--- config.mk ---
export PLATFORM = sky130hd
export DESIGN_NAME = hazard_unit_mc
export DESIGN_NICKNAME = d
export VERILOG_FILES = /design/src/rtl/hazard_pkg.sv /design/src/rtl/hazard_fwd_sel.sv /design/src/rtl/hazard_unit_mc.sv
export SDC_FILE = /design/constraint.sdc
export NUM_CORES = 1
export LEC_CHECK = 0
export ABC_AREA = 1
export CAP_MARGIN = 20
export CORE_MARGIN = 3
export CORE_UTILIZATION = 30
export DETAILED_ROUTE_END_ITERATION = 6
export PLACE_DENSITY = 0.75
export SYNTH_ARGS = -nofsm -noshare
export SYNTH_HDL_FRONTEND = slang
export SYNTH_SLANG_ARGS = --single-unit
--- constraint.sdc ---
create_clock -name clk -period 1.4 [get_ports clk]
set_clock_uncertainty 0.05 [all_clocks]
set_input_delay 0.28 -clock clk [delete_from_list [all_inputs] [get_ports clk]]
set_output_delay 0.28 -clock clk [all_outputs]
set_load 0.01 [all_outputs]
--- src/rtl/hazard_pkg.sv ---
// Shared constants for the multi-cycle hazard unit: forward-select encodings,
// parameter defaults and a saturating-increment helper for the performance counters.
package hazard_pkg;

    localparam int REG_AW_DEFAULT  = 5;
    localparam int MDU_LAT_DEFAULT = 4;

    localparam logic [1:0] FWD_RF  = 2'b00;
    localparam logic [1:0] FWD_WB  = 2'b01;
    localparam logic [1:0] FWD_MEM = 2'b10;

    function automatic logic [31:0] sat_inc(input logic [31:0] v);
        return (v == '1) ? v : v + 32'd1;
    endfunction

endpackage

--- src/rtl/hazard_fwd_sel.sv ---
// Forward-select for one E-stage source operand. The M stage outranks W because
// it holds the younger result; x0 is never forwarded.
module hazard_fwd_sel
    import hazard_pkg::*;
#(
    parameter int REG_AW = REG_AW_DEFAULT
) (
    input  logic [REG_AW-1:0] rs,
    input  logic [REG_AW-1:0] rd_m,
    input  logic [REG_AW-1:0] rd_w,
    input  logic              reg_write_m,
    input  logic              reg_write_w,
    output logic [1:0]        fwd
);

    always_comb begin
        // NOTE: every always_comb output gets a default first so no path infers a latch.
        fwd = FWD_RF;
        if (rs != '0 && rs == rd_m && reg_write_m) begin
            fwd = FWD_MEM;
        end else if (rs != '0 && rs == rd_w && reg_write_w) begin
            fwd = FWD_WB;
        end
    end

endmodule

--- src/rtl/hazard_unit_mc.sv ---
// 5-stage pipeline hazard unit with multi-cycle MDU occupancy tracking.
// Optional cycle/event counters are built when HAZARD_PERF_CNT_EN is defined.
module hazard_unit_mc
    import hazard_pkg::*;
#(
    parameter int REG_AW  = REG_AW_DEFAULT,
    parameter int MDU_LAT = MDU_LAT_DEFAULT
) (
    input  logic              clk,
    input  logic              reset_n,
    input  logic [REG_AW-1:0] Rs1D,
    input  logic [REG_AW-1:0] Rs2D,
    input  logic [REG_AW-1:0] Rs1E,
    input  logic [REG_AW-1:0] Rs2E,
    input  logic [REG_AW-1:0] RdE,
    input  logic [REG_AW-1:0] RdM,
    input  logic [REG_AW-1:0] RdW,
    input  logic              RegWriteM,
    input  logic              RegWriteW,
    input  logic              ResultSrcE0,
    input  logic              PCSrcE,
    input  logic              MduOpE,
    output logic              StallF,
    output logic              StallD,
    output logic              StallE,
    output logic              FlushD,
    output logic              FlushE,
    output logic              FlushM,
    output logic [1:0]        ForwardAE,
    output logic [1:0]        ForwardBE,
    output logic              MduDoneE
`ifdef HAZARD_PERF_CNT_EN
    ,
    input  logic              PerfClr,
    output logic [31:0]       StallCycles,
    output logic [31:0]       MduStallCycles,
    output logic [31:0]       FlushEvents
`endif
);

    localparam int CNT_W = $clog2(MDU_LAT) + 1;

    logic [CNT_W-1:0] mdu_cnt_q, mdu_cnt_d;
    logic             lw_stall, mdu_stall;

    hazard_fwd_sel #(.REG_AW(REG_AW)) u_fwd_a (
        .rs(Rs1E), .rd_m(RdM), .rd_w(RdW),
        .reg_write_m(RegWriteM), .reg_write_w(RegWriteW), .fwd(ForwardAE)
    );

    hazard_fwd_sel #(.REG_AW(REG_AW)) u_fwd_b (
        .rs(Rs2E), .rd_m(RdM), .rd_w(RdW),
        .reg_write_m(RegWriteM), .reg_write_w(RegWriteW), .fwd(ForwardBE)
    );

    assign lw_stall  = ResultSrcE0 && (RdE != '0) && (Rs1D == RdE || Rs2D == RdE);
    assign MduDoneE  = MduOpE && (mdu_cnt_q == CNT_W'(MDU_LAT - 1));
    assign mdu_stall = MduOpE && !MduDoneE;

    // A dropped MduOpE (e.g. the op was flushed) abandons the count as well.
    always_comb begin
        mdu_cnt_d = '0;
        if (mdu_stall) begin
            mdu_cnt_d = mdu_cnt_q + CNT_W'(1);
        end
    end

    always_ff @(posedge clk or negedge reset_n) begin
        // NOTE: state flops use non-blocking assignments so all updates land together at the edge.
        if (!reset_n) begin
            mdu_cnt_q <= '0;
        end else begin
            mdu_cnt_q <= mdu_cnt_d;
        end
    end

    // An MDU op owns E, so it outranks any branch; a branch outranks load-use.
    always_comb begin
        StallF = 1'b0;
        StallD = 1'b0;
        StallE = 1'b0;
        FlushD = 1'b0;
        FlushE = 1'b0;
        FlushM = 1'b0;
        if (mdu_stall) begin
            StallF = 1'b1;
            StallD = 1'b1;
            StallE = 1'b1;
            FlushM = 1'b1;
        end else if (PCSrcE) begin
            FlushD = 1'b1;
            FlushE = 1'b1;
        end else if (lw_stall) begin
            StallF = 1'b1;
            StallD = 1'b1;
            FlushE = 1'b1;
        end
    end

`ifdef HAZARD_PERF_CNT_EN
    logic [31:0] stall_cycles_q, stall_cycles_d;
    logic [31:0] mdu_stall_cycles_q, mdu_stall_cycles_d;
    logic [31:0] flush_events_q, flush_events_d;

    always_comb begin
        stall_cycles_d     = stall_cycles_q;
        mdu_stall_cycles_d = mdu_stall_cycles_q;
        flush_events_d     = flush_events_q;
        if (PerfClr) begin
            stall_cycles_d     = '0;
            mdu_stall_cycles_d = '0;
            flush_events_d     = '0;
        end else begin
            if (StallF)             stall_cycles_d     = sat_inc(stall_cycles_q);
            if (mdu_stall)          mdu_stall_cycles_d = sat_inc(mdu_stall_cycles_q);
            if (PCSrcE && !mdu_stall) flush_events_d   = sat_inc(flush_events_q);
        end
    end

    always_ff @(posedge clk or negedge reset_n) begin
        if (!reset_n) begin
            stall_cycles_q     <= '0;
            mdu_stall_cycles_q <= '0;
            flush_events_q     <= '0;
        end else begin
            stall_cycles_q     <= stall_cycles_d;
            mdu_stall_cycles_q <= mdu_stall_cycles_d;
            flush_events_q     <= flush_events_d;
        end
    end

    assign StallCycles    = stall_cycles_q;
    assign MduStallCycles = mdu_stall_cycles_q;
    assign FlushEvents    = flush_events_q;
`endif

endmodule
==> qor.csv <==
stage;metric;value;unit
outcome;outcome;complete, but fails checks;
outcome;failing checks;negative setup slack;
routing;vias per std cell;4.71;
critical_path;R2R Setup Slk;100;ps
sta;Final WS setup;-314;ps
cts;H-Tree Depth;1;
logic_synthesis;top-count cell post-synth;nand2_1;
sta;Min Clock Period, post-route;1710;ps
logic_synthesis;top area cells in the synthesized netlist;nand2_1 (21%), inv_1 (13%), dfrtp_1 (11%);
routing;First DRT Iteration DRCs;16;
logic_synthesis;Cell Area, Synth;702;um^2
power_and_ir_drop;pwr dens;464;nW/um^2
logic_synthesis;post-synth top area cell;nand2_1;
cts;CTS Root Buffer Type;clkbuf_4;
logic_synthesis;Synthesized Nets;176;
die;Die Wd;54.4;um
cts;cts hold-fix bufs;0;
critical_path;reg-to-reg startpoint;mdu_cnt_q[0];
finish;Layout Cell Area excl Fill;1410;um^2
critical_path;worst r2r dst;mdu_cnt_q[0];
routing;Pre-antenna DRT Iters;4;
logic_synthesis;FF+latch count, synth;3;
sta;Final Hold Vio Count;0;
sta;fmax;0.584;GHz
sta;Worst Hold Slack;190;ps
logic_synthesis;area fraction of the dominant cell type after synthesis;20.9;%
die;Initial Util;33.7;%
logic_synthesis;EDFF count, synth;0;
cts;clk sinks;3;
power_and_ir_drop;Leakage Power;0.782;nW
critical_path;Reg2Reg Depth;6;
global_routing;global route total overflow;0;
routing;antenna viol nets, final;0;
placement;GPL Wtd Cong;0.865;
global_routing;Global Route Usage Sum;16.6;%
sta;Slew Limit Fails;0;
finish;biggest regs;mdu_cnt_q (3);
logic_synthesis;Most used DFF post-synth;dfrtp_1;
critical_path;worst setup path category;reg -> out;
power_and_ir_drop;Max VDD drop;0.363;mV
logic_synthesis;post-synthesis cell type count;22;
die;Die Y;54.4;um
finish;register with the highest flop count;mdu_cnt_q;
critical_path;startpoint types;flip-flop;
logic_synthesis;Synth top cells by count;nand2_1 (39), inv_1 (24), nor2_1 (19);
finish;Area Overhead vs Synth;101;%
logic_synthesis;Avg Cell Area, Syn;5.32;um^2
routing;Routed WL per cell;12.1;um
placement;Post-DP Area;1300;um^2
logic_synthesis;Synth async-reset ratio;100;%
hold_path;Hold/Removal Path Class;in -> async;
logic_synthesis;Yosys Warn Count;0;
critical_path;Worst Path Arrival;1380;ps
placement;port bufs;52;
cts;Reg clk slew, reported paths;40;ps
sta;RSZ-0062 raised after global routing;true;
global_routing;largest net degree at the start of global routing;6;
sta;post-route clock period utilization;122;%
finish;number of flip-flops under the largest register name;3;
critical_path;CP Capture Type;output pin;
die;die area;2960;um^2
global_routing;global-route wire length before repair;3670;um
routing;WL final;2630;um
critical_path;WP data required;1070;ps
cts;Worst-Skew Late Latency;230;ps
finish;multi-input logic area;652;um^2
sta;Slew headroom;87.7;%
finish;nets;236;
sta;final setup vio count;8;
placement;Detail Placement HPWL;2000;um
cts;CTS tree;done;
critical_path;Max FO, Critical Path;3;
die;CORE AREA;2080;um^2
global_routing;vias in the first global route;968;
finish;FF+latch area;75.1;um^2
routing;vias;1026;
finish;fraction of layout cells with a size suffix above 1;42.4;%
die;# IOs;53;
cts;Bufs on Longest Clock Path;2;
cts;TritonCTS Buffers;3;
routing;drc violations;0;
logic_synthesis;Mapped Cells;132;
flow_run;MaxCap Viol Count;0;
sta;Slew @ Worst Pin;184;ps
finish;# fillers;190;
die;Std-Cell Rows;16;
finish;diodes inserted;0;
global_routing;initial antenna violation count;0;
logic_synthesis;register area share after synthesis;10.7;%
-- timing repair --
item	CTS	global route
pin swaps	38	25
buffers inserted	2	1
endpoints found under the setup margin	11	14
cloned	0	0
gates resized for setup	160	47
-- layout make-up --
cell class	count	share of cell area (%)
sequential	3	5.33
inverter	30	8.53
clock buffer	4	1.87
multi-input combinational	97	46.3
tap	27	2.40
timing repair buffer	57	35.6
-- per-stage QoR --
stage | instances | util (%) | TNS, ps | setup WS (ps) | power, W
floorplan | 132 | - | -30.7 | -21.6 | 0.000261
global placement | 212 | 62.3 | -7380 | -877 | 0.000453
detailed placement | 212 | 62.3 | -7670 | -953 | 0.000465
CTS | 218 | 60.4 | -1810 | -330 | 0.000601
global route | 218 | 67.7 | -2080 | -357 | 0.000702
finish | 218 | 67.7 | -1680 | -314 | 0.000654
-- critical path, cell delays in order (launching register included) --
cell,delay (ps)
dfrtp_1,380
ha_2,190
ha_4,160
nor2_4,100
nor2_1,80
inv_1,70
nand2_2,50
buf_6,110
-- power by group --
| group | leakage (nW) | total [W] | internal, W | switching, W |
|---|---|---|---|---|
| Sequential | 0.0395 | 0.000101 | 0.0000966 | 0.00000469 |
| Clock | 0.0150 | 0.000150 | 0.000107 | 0.0000429 |
| Combinational | 0.727 | 0.000403 | 0.000210 | 0.000194 |
-- layer usage --
| layer | up-vias | share of wire [%] | global-route usage [%] |
|---|---|---|---|
| met3 | 2 | 11 | 4.36 |
| met5 | - | 0 | 0 |
| met2 | 57 | 52 | 32.3 |
| met4 | 0 | 0.65 | 5.81 |
| met1 | 452 | 36 | 16.7 |
| li1 | 515 | - | - |
-- cells by family (layout without fill, tap and decap cells) --
group,after synthesis,in the layout,synth area share [%]
AND/OR/NAND/NOR,73,73,43.5
buffers and inverters,32,91,18.2
XOR/XNOR,13,13,16.2
AO/OA/AOI/OAI,9,9,7.84
flip-flops,3,3,10.7
adder cells (fa/ha/maj),2,2,3.56
-- worst max-delay path by stage --
stage,end,start
floorplan,StallF,mdu_cnt_q[0]
global placement,StallF,RdE[4]
detailed placement,StallD,RdE[4]
CTS,FlushE,mdu_cnt_q[0]
global route,FlushE,mdu_cnt_q[0]
finish,FlushE,mdu_cnt_q[0]
-- placed cells by master, fill, tap and decap left out, drive strengths merged --
cell type	netlist	final
a21oi	1	1
a31oi	1	1
buf	2	36
clkbuf	0	5
clkdlybuf4s15	0	1
clkdlybuf4s50	0	4
clkinv	1	1
dfrtp	3	3
dlygate4sd2	0	13
dlymetal6s2s	0	2
ha	2	2
inv	29	29
nand2	39	39
nand3	6	6
nand4	4	4
nor2	20	20
nor3	3	3
o211a	1	1
o21ai	3	3
o22ai	3	3
or2	1	1
xnor2	5	5
xor2	8	8
(Power assumes the default switching activity.)
